$ cat config.mk
export PLATFORM = sky130hd
export DESIGN_NAME = instr_packer
export DESIGN_NICKNAME = d
export VERILOG_FILES = /design/src/rtl/instr_packer_pkg.sv /design/src/rtl/imm_pack.sv /design/src/rtl/instr_packer.sv
export SDC_FILE = /design/constraint.sdc
export NUM_CORES = 1
export LEC_CHECK = 0
export BUFFER_PORTS_ARGS = -buffer_cell sky130_fd_sc_hd__buf_4
export CORE_ASPECT_RATIO = 0.9
export CORE_MARGIN = 5
export CORE_UTILIZATION = 30
export CTS_CLUSTER_SIZE = 12
export DETAILED_ROUTE_END_ITERATION = 8
export REMOVE_ABC_BUFFERS = 1
export SKIP_LAST_GASP = 1
export SLEW_MARGIN = 20
export SYNTH_ARGS = -nofsm -noshare
export SYNTH_HDL_FRONTEND = slang
export SYNTH_SLANG_ARGS = --single-unit
$ cat constraint.sdc
create_clock -name clk -period 3.8 [get_ports clk]
set_input_delay 0.57 -clock clk [delete_from_list [all_inputs] [get_ports clk]]
set_output_delay 0.57 -clock clk [all_outputs]
set_load 0.01 [all_outputs]
$ cat src/rtl/instr_packer_pkg.sv
`default_nettype none
// ============================================================================
// Module : instr_packer_pkg
// Brief  : Shared immediate-format codes, FSM encoding and immediate limits.
// Rev    : 1.0  initial release
// ============================================================================
package instr_packer_pkg;

  localparam logic [1:0] IMM_I = 2'b00;
  localparam logic [1:0] IMM_S = 2'b01;
  localparam logic [1:0] IMM_B = 2'b10;
  localparam logic [1:0] IMM_J = 2'b11;

  typedef enum logic [1:0] {
    ST_IDLE  = 2'd0,
    ST_PACK  = 2'd1,
    ST_WRITE = 2'd2,
    ST_ERR   = 2'd3
  } state_t;

  localparam int IMM_IS_MIN = -2048;
  localparam int IMM_IS_MAX = 2047;
  localparam int IMM_B_MIN  = -4096;
  localparam int IMM_B_MAX  = 4094;
  localparam int IMM_J_MIN  = -1048576;
  localparam int IMM_J_MAX  = 1048574;

  function automatic logic in_range(input logic [31:0] v, input int lo, input int hi);
    return ($signed(v) >= lo) && ($signed(v) <= hi);
  endfunction

endpackage
`default_nettype wire

$ cat src/rtl/imm_pack.sv
`default_nettype none
// ============================================================================
// Module : imm_pack
// Brief  : Places an immediate into its RISC-V bit positions and checks range.
// Rev    : 1.0  initial release
// ============================================================================
import instr_packer_pkg::*;

module imm_pack (
  input  logic        i_lui,
  input  logic [1:0]  i_imm_src,
  input  logic [31:0] i_imm,
  output logic [31:0] o_word,
  output logic        o_ok
);

  logic [31:0] w_word;
  logic        w_ok;

  // Only immediate bits are produced here; register/funct fields are ORed in by the caller.
  always_comb begin
    w_word = '0;
    w_ok   = 1'b0;
    if (i_lui) begin
      w_word[31:12] = i_imm[31:12];
      w_ok          = (i_imm[11:0] == 12'd0);
    end else begin
      case (i_imm_src)
        IMM_I: begin
          w_word[31:20] = i_imm[11:0];
          w_ok          = in_range(i_imm, IMM_IS_MIN, IMM_IS_MAX);
        end
        IMM_S: begin
          w_word[31:25] = i_imm[11:5];
          w_word[11:7]  = i_imm[4:0];
          w_ok          = in_range(i_imm, IMM_IS_MIN, IMM_IS_MAX);
        end
        IMM_B: begin
          w_word[31]    = i_imm[12];
          w_word[30:25] = i_imm[10:5];
          w_word[11:8]  = i_imm[4:1];
          w_word[7]     = i_imm[11];
          w_ok          = in_range(i_imm, IMM_B_MIN, IMM_B_MAX) && !i_imm[0];
        end
        default: begin
          w_word[31]    = i_imm[20];
          w_word[30:21] = i_imm[10:1];
          w_word[20]    = i_imm[11];
          w_word[19:12] = i_imm[19:12];
          w_ok          = in_range(i_imm, IMM_J_MIN, IMM_J_MAX) && !i_imm[0];
        end
      endcase
    end
  end

  assign o_word = w_word;
  assign o_ok   = w_ok;

endmodule
`default_nettype wire

$ cat src/rtl/instr_packer.sv
`default_nettype none
// ============================================================================
// Module : instr_packer
// Brief  : Packs instruction fields into RISC-V words and writes them to memory.
// Rev    : 1.0  initial release
// ============================================================================
import instr_packer_pkg::*;

module instr_packer (
  input  logic        clk,
  input  logic        rst,
  input  logic        start,
  input  logic [31:0] base_addr,
  input  logic        in_valid,
  output logic        in_ready,
  input  logic        lui_op,
  input  logic [1:0]  imm_src,
  input  logic [6:0]  opcode,
  input  logic [4:0]  rd,
  input  logic [4:0]  rs1,
  input  logic [4:0]  rs2,
  input  logic [2:0]  funct3,
  input  logic [6:0]  funct7,
  input  logic [31:0] imm,
  output logic        mem_we,
  output logic [31:0] mem_addr,
  output logic [31:0] mem_wdata,
  output logic        err,
  output logic [31:0] err_addr,
  input  logic        clear_err
);

  state_t      r_state;
  logic        r_in_ready;
  logic        r_lui;
  logic [1:0]  r_imm_src;
  logic [6:0]  r_opcode;
  logic [4:0]  r_rd;
  logic [4:0]  r_rs1;
  logic [4:0]  r_rs2;
  logic [2:0]  r_funct3;
  logic [31:0] r_imm;
  logic [31:0] r_addr;
  logic [31:0] r_wdata;
  logic        r_we;
  logic        r_err;
  logic [31:0] r_err_addr;

  logic [31:0] w_imm_word;
  logic        w_ok;
  logic [31:0] w_fields;
  logic        w_unused;

  // No supported format carries funct7.
  assign w_unused = ^funct7;

  imm_pack u_imm_pack (
    .i_lui     (r_lui),
    .i_imm_src (r_imm_src),
    .i_imm     (r_imm),
    .o_word    (w_imm_word),
    .o_ok      (w_ok)
  );

  always_comb begin
    w_fields = {25'd0, r_opcode};
    if (r_lui || (r_imm_src == IMM_J)) begin
      w_fields[11:7] = r_rd;
    end else if (r_imm_src == IMM_I) begin
      w_fields[11:7]  = r_rd;
      w_fields[14:12] = r_funct3;
      w_fields[19:15] = r_rs1;
    end else begin
      w_fields[14:12] = r_funct3;
      w_fields[19:15] = r_rs1;
      w_fields[24:20] = r_rs2;
    end
  end

  always_ff @(posedge clk) begin
    if (rst) begin
      r_state    <= ST_IDLE;
      r_in_ready <= 1'b1;
      r_lui      <= 1'b0;
      r_imm_src  <= IMM_I;
      r_opcode   <= '0;
      r_rd       <= '0;
      r_rs1      <= '0;
      r_rs2      <= '0;
      r_funct3   <= '0;
      r_imm      <= '0;
      r_addr     <= '0;
      r_wdata    <= '0;
      r_we       <= 1'b0;
      r_err      <= 1'b0;
      r_err_addr <= '0;
    end else begin
      r_we <= 1'b0;
      case (r_state)
        ST_IDLE: begin
          // start wins over a simultaneous request, which is then left pending.
          if (start) begin
            r_addr <= base_addr;
          end else if (in_valid) begin
            r_lui      <= lui_op;
            r_imm_src  <= imm_src;
            r_opcode   <= opcode;
            r_rd       <= rd;
            r_rs1      <= rs1;
            r_rs2      <= rs2;
            r_funct3   <= funct3;
            r_imm      <= imm;
            r_in_ready <= 1'b0;
            r_state    <= ST_PACK;
          end
        end
        ST_PACK: begin
          if (w_ok) begin
            r_wdata <= w_imm_word | w_fields;
            r_we    <= 1'b1;
            r_state <= ST_WRITE;
          end else begin
            r_err      <= 1'b1;
            r_err_addr <= r_addr;
            r_state    <= ST_ERR;
          end
        end
        ST_WRITE: begin
          r_addr     <= r_addr + 32'd4;
          r_in_ready <= 1'b1;
          r_state    <= ST_IDLE;
        end
        ST_ERR: begin
          if (clear_err) begin
            r_err      <= 1'b0;
            r_in_ready <= 1'b1;
            r_state    <= ST_IDLE;
          end
        end
        default: begin
          r_in_ready <= 1'b1;
          r_state    <= ST_IDLE;
        end
      endcase
    end
  end

  assign in_ready  = r_in_ready;
  assign mem_we    = r_we;
  assign mem_addr  = r_addr;
  assign mem_wdata = r_wdata;
  assign err       = r_err;
  assign err_addr  = r_err_addr;

endmodule
`default_nettype wire

==> impl_metrics.csv, run 1 <==
group,metric,value,unit
yosys,synth.avg_cell_area,8.30,um2
yosys,synth_edf_count,0,
power_and_ir_drop,swShare,30.5,%
power_and_ir_drop,peakVddDrop,0.295,mV
finish,regArea,3220,um2
critical_path,path_max_fanout,22,
clocking,cts_htree_levels,4,
power_and_ir_drop,p_total,4.28,mW
power_and_ir_drop,internal_power,2.97,mW
yosys,synth_top_family_by_area,"simple AND/OR/NAND/NOR gates",
critical_path,path_class,"flop to flop",
clocking,root_buffer,"clkbuf_16",
clocking,cts_max_path_buffers,2,
sta,holdWs,0.381,ns
sta,period_share,79.6,%
drt,drc,0,
global_routing,antenna_found_initial,0,
clocking,cts-resized-gates,0,
finish,antenna_cells,0,
drt,via_per_inst,4.75,
placement,portBuffers,195,
finish,syn_to_final_growth,30.6,%
clocking,cts_made_buffers,17,
yosys,synth_cell_types,48,
critical_path,cp_slowest_stage_delay,0.67,ns
finish,multi_input_area,3990,um2
sta,rsz0062_at_grt,"no",
critical_path,worst_ep_required_time,4.11,ns
global_routing,grt_usage,15.4,%
sta,fin_worst_skew,0.0143,ns
placement,placed_cells,1393,
floorplanning,initial_utilization,30.2,%
critical_path,path_cells,"nor4_1 > nand3_1 > nor4_1 > nor3_1 > o2bb2ai_4 > buf_4 > mux2_1",
yosys,async_reset_ff_share,0,%
sta,worst_pin_slew,0.983,ns
yosys,postSynthCellCount,905,
global_routing,grt_pass1_vias,6517,
floorplanning,rows,55,
finish,fin_cells,1425,
finish,drive_above_1_share,22.9,%
yosys,synth_xor_area_share,0.350,%
critical_path,crit_top_cell,"nor4_1",
critical_path,cp.arrival,3.33,ns
floorplanning,io_pins,203,
power_and_ir_drop,p_clk_share,40.3,%
global_routing,grt_overflow,0,
power_and_ir_drop,switchingPower,1.30,mW
yosys,synth_compound_area_share,13.5,%
critical_path,endpoint_kind,"flop",
finish,n_fill_cell,2581,
drt,final_antenna_net_count,0,
finish,final_nets,1179,
yosys,muxShareOfSynthArea,11.1,%
yosys,synth_warnings,0,
yosys,synth_seq_area_share,42.9,%
yosys,synthAdderAreaFrac,0.833,%
sta,setup_tns,0,ns
global_routing,grt_pass1_wl,35600,um
clocking,cts_tree,"built",
yosys,yosysMostFrequentCell,"nand2_1",
drt,route.vias.total,6767,
yosys,ys_seq_elements,161,
power_and_ir_drop,power_frac_seq,44.4,%
placement,place.gp.congestion,0.800,
yosys,syn_area,7510,um2
floorplanning,die_w,177,um
clocking,ctsHoldBuffers,0,
drt,wl_per_cell,15.6,um
drt,drtIter0Drc,455,
finish,fin_util,39.4,%
sta,slew_headroom,34.5,%
yosys,synthTopCellsByArea,"dfxtp_1 (43%), nand2_1 (8.3%), mux2i_1 (8.1%)",
sta,finalHoldViolations,0,
flow_run,drv_cap,0,
floorplanning,core,24900,um2
yosys,synth_ff_type,"dfxtp_1",
sta,setup_viol,0,
clocking,clk_pin_slew,0.08,ns
clocking,clock_sinks,161,
power_and_ir_drop,leakagePower,3.83,nW
yosys,synth-simple-area-share,27.2,%
yosys,synth_top_cell_area_share,42.9,%
power_and_ir_drop,p_per_area,436,nW/um2
sta,fin_crit,3.02,ns
drt,wl,22200,um
placement,hpwlAfterDp,15400,um
clocking,worstSkewPairLatency,0.43,ns
floorplanning,die_h,160,um
power_and_ir_drop,combPwrFrac,15.2,%
sta,final_max_slew_viol_count,0,
status,outcome,"finished clean",
sta,fmax,0.331,GHz
floorplanning,dieArea,28300,um2
critical_path,start_kind,"flop",
min_path,hold_class,"primary input to flop",
global_routing,grt_max_degree,141,
yosys,yosysTopAreaCell,"dfxtp_1",
drt,dr.pass1.iters,5,
critical_path,crit_slowest_cell,"o2bb2ai_4",
clocking,cts_setup_buffers,0,
yosys,synth_common_cells,"nand2_1 (166), dfxtp_1 (161), a21oi_1 (96)",
[state kept, by name, summed over array words and instances, names as in the netlist, 2 cells and up]
name and cells:
err_addr 32, mem_addr 32, mem_wdata 32, r_funct3 3
r_imm 32, r_imm_src 2, r_opcode 7, r_rd 5
r_rs1 5, r_rs2 5, r_state 2
[area by class of cell]
| type | instances | share of cell area (%) |
|---|---|---|
| clock buffers | 17 | 4.33 |
| clock inverters | 15 | 1.67 |
| inverters | 8 | 0.306 |
| multi-input cells | 675 | 40.6 |
| flip-flops and latches | 161 | 32.8 |
| well taps | 342 | 4.36 |
| repair buffers | 207 | 15.9 |
[metal layers]
| layer | part of all wire [%] | up-vias | track usage, % |
|---|---|---|---|
| li1 | - | 3442 | - |
| met1 | 48 | 3132 | 21.4 |
| met2 | 44 | 171 | 23.5 |
| met3 | 6.1 | 22 | 4.31 |
| met4 | 1.7 | 0 | 4.54 |
| met5 | 0 | - | 0 |
[logic make-up (layout without fill, tap and decap cells)]
| kind of cell | count (synthesis) | after routing |
|---|---|---|
| AND/OR/NAND/NOR | 415 | 415 |
| AO/OA/AOI/OAI | 171 | 171 |
| flip-flops | 161 | 161 |
| multiplexers | 81 | 81 |
| buffers and inverters | 69 | 247 |
| adder cells (fa/ha/maj) | 5 | 5 |
| XOR/XNOR | 3 | 3 |
[power groups by stage]
stage	Clock (mW)	Sequential, mW	Combinational [mW]
2_1_floorplan	0	1.93	0.339
3_3_place_gp	0	1.94	0.649
3_5_place_dp	0	1.94	0.656
4_1_cts	1.76	1.90	0.658
5_1_grt	1.84	1.92	0.720
6_report	1.73	1.90	0.651
[final timing paths]
kind                    start            to  slack [ns]  cells past startpoint
setup / recovery    r_imm[20]  mem_wdata[9]        0.78                      7
hold / removal         rs1[2]      r_rs1[2]        0.38                      3
setup reg to reg    r_imm[20]  mem_wdata[9]        0.78                      7
hold reg to reg   r_funct3[0]   r_funct3[0]        0.45                      2
[metrics by stage]
stage / instance area [um2] / setup slack [ns]
6_report: 9820 / 0.775
5_1_grt: 9820 / 0.567
4_1_cts: 9820 / 0.773
3_5_place_dp: 9230 / 0.810
3_3_place_gp: 9230 / 0.811
2_1_floorplan: 7230 / -1.99
[layout by cell type, fill, tap and decap left out, types with 3 or more instances in the layout]
cell	instances
a211oi_1	8
a21oi_1	96
a22oi_1	10
a31oi_1	6
and3_1	10
and4_1	4
buf_4	206
clkbuf_16	17
clkinv_8	3
dfxtp_1	161
ha_1	5
inv_1	8
inv_8	6
mux2_1	20
mux2i_1	61
nand2_1	166
nand2b_1	92
nand3_1	14
nand4_1	15
nor2_1	56
nor2b_1	22
nor3_1	8
nor4_1	13
o211ai_1	3
o21ai_0	24
o21bai_1	3
o22ai_1	6
or3_1	5
[critical path, delay by kind of cell, from the launching register on]
kind	cells	cell delay, ns
and+or+nand+nor	4	1.18
AOI/OAI and AO/OA	1	0.67
buffers and inverters	1	0.36
DFF	1	0.35
muxes	1	0.34
Power figures use the tool's default switching activity.
==> run 2: changes to the inputs <==
clock period = 2.46 ns   (was 3.8 ns; I/O delays follow)
==> run 2 against run 1 <==
The flow now finishes with violations (negative setup slack). Die area did not move. Critical path depth rose by 1. Setup slack got worse by 0.83 ns. First-iteration DRC count fell by 0.22%. Hold slack got worse by 0.20 ns. Sequential power rose by 53%. Combinational power rose by 81%. Cell count rose by 3.3%. Critical endpoint is now mem_wdata[27].
==> impl_metrics.csv, run 2 (synthesized netlist as in run 1, its figures left out) <==
group,metric,value,unit
sta,setup_tns,-0.544,ns
finish,antenna_cells,0,
global_routing,grt_max_degree,97,
power_and_ir_drop,peakVddDrop,0.377,mV
finish,n_fill_cell,2579,
finish,fin_util,41.5,%
placement,portBuffers,195,
drt,via_per_inst,4.75,
floorplanning,rows,55,
sta,period_share,102,%
clocking,cts_tree,"built",
global_routing,grt_overflow,0,
finish,final_cell_mix,"buf_4 (244), nand2_1 (166), dfxtp_1 (159), a21oi_1 (96), nand2b_1 (92)",
critical_path,endpoint_kind,"flop",
min_path,min_to,"mem_addr[16]",
power_and_ir_drop,p_total,6.83,mW
drt,dr.pass1.iters,5,
placement,placed_cell_area,9580,um2
finish,multi_input_area,4030,um2
finish,final_nets,1226,
critical_path,r2r_cells,8,
power_and_ir_drop,leakagePower,4.12,nW
status,outcome,"finished with violations",
finish,fin_cells,1472,
clocking,clock_sinks,161,
global_routing,grt_usage,15.5,%
status,failed_checks,"negative setup slack",
sta,slew_headroom,53.0,%
drt,wl_per_cell,15.6,um
drt,final_antenna_net_count,0,
floorplanning,die_w,177,um
clocking,cts_max_path_buffers,2,
sta,fin_crit,2.52,ns
floorplanning,die_h,160,um
clocking,ctsHoldBuffers,0,
min_path,worstHoldStart,"base_addr[16]",
placement,place.gp.congestion,0.794,
finish,syn_to_final_growth,37.7,%
critical_path,path_class,"flop to flop",
sta,rsz0062_at_grt,"yes",
finish,drive_above_1_share,26.8,%
clocking,worstSkewPairLatency,0.43,ns
clocking,cts_htree_levels,4,
finish,design_area,10300,um2
finish,layout_commonest_cell,"buf_4",
critical_path,path_max_fanout,8,
sta,worst_pin_slew,0.705,ns
min_path,hold_class,"primary input to flop",
finish,regArea,3230,um2
clocking,cts_made_buffers,17,
critical_path,r2r_slack,-0.06,ns
sta,fmax,0.397,GHz
critical_path,start_kind,"flop",
drt,drc,0,
floorplanning,initial_utilization,30.2,%
sta,holdWs,0.181,ns
global_routing,grt_pass1_vias,6611,
drt,wl,22900,um
placement,dpl_worst_slack,0.0344,ns
critical_path,worst_ep_required_time,2.76,ns
clocking,root_buffer,"clkbuf_16",
global_routing,grt_pass1_wl,35800,um
sta,setup_viol,20,
critical_path,worstReg2RegEnd,"mem_wdata[27]",
sta,final_max_slew_viol_count,0,
floorplanning,io_pins,203,
sta,finalHoldViolations,0,
sta,setup_ws,-0.0595,ns
placement,placed_cells,1428,
sta,fin_worst_skew,0.0148,ns
critical_path,cp.arrival,2.82,ns
flow_run,drv_cap,0,
floorplanning,core,24900,um2
drt,drtIter0Drc,454,
clocking,clk_pin_slew,0.08,ns
drt,route.vias.total,6992,
floorplanning,dieArea,28300,um2
critical_path,r2r-start,"r_imm[21]",
placement,hpwlAfterDp,16000,um
global_routing,antenna_found_initial,0,
power_and_ir_drop,p_per_area,660,nW/um2
min_path,hold_depth,3,
-- run 2: area by class of cell --
| type | instances | area share (%) |
|---|---|---|
| Clock buffer | 18 | 4.24 |
| Clock inverter | 14 | 1.70 |
| Inverter | 8 | 0.290 |
| Multi-Input combinational cell | 675 | 38.9 |
| Sequential cell | 161 | 31.2 |
| Tap cell | 342 | 4.13 |
| Timing Repair Buffer | 254 | 19.5 |
-- run 2: repair_timing --
| item | in CTS | in global routing |
|---|---|---|
| setup endpoints to repair | 0 | 52 |
| setup buffers | 0 | 11 |
| resized for setup | 0 | 11 |
-- run 2: critical path, stage by stage, from the launching register on --
cell and delay [ns]:
dfxtp_1 0.35, nor4_2 0.32, buf_4 0.17, nand3_1 0.13
or4_4 0.56, o211ai_4 0.11, o2bb2ai_4 0.21, clkbuf_16 0.22
mux2_1 0.31
-- run 2: how the worst max path moves through the flow --
stage	start	end	depth (start not counted)
after global placement	r_imm[21]	mem_wdata[29]	8
after CTS	r_imm_src[0]	err_addr[3]	10
after detailed placement	r_imm[12]	mem_wdata[13]	7
after global routing	r_imm[21]	mem_wdata[30]	8
after floorplan	r_state[1]	in_ready	2
final	r_imm[21]	mem_wdata[27]	8
-- run 2: where the power goes --
group	total (mW)	leakage, nW	switching [mW]	internal (mW)
Combinational	1.18	2.51	0.606	0.576
Clock	2.75	0.303	1.19	1.56
Sequential	2.90	1.31	0.143	2.75
-- run 2: per-layer routing --
layer  GRT usage [%]  wire length [um]
met1            21.3             10600
met2            24.2             10600
met3            4.52              1420
met4            3.66               321
met5               0                 0
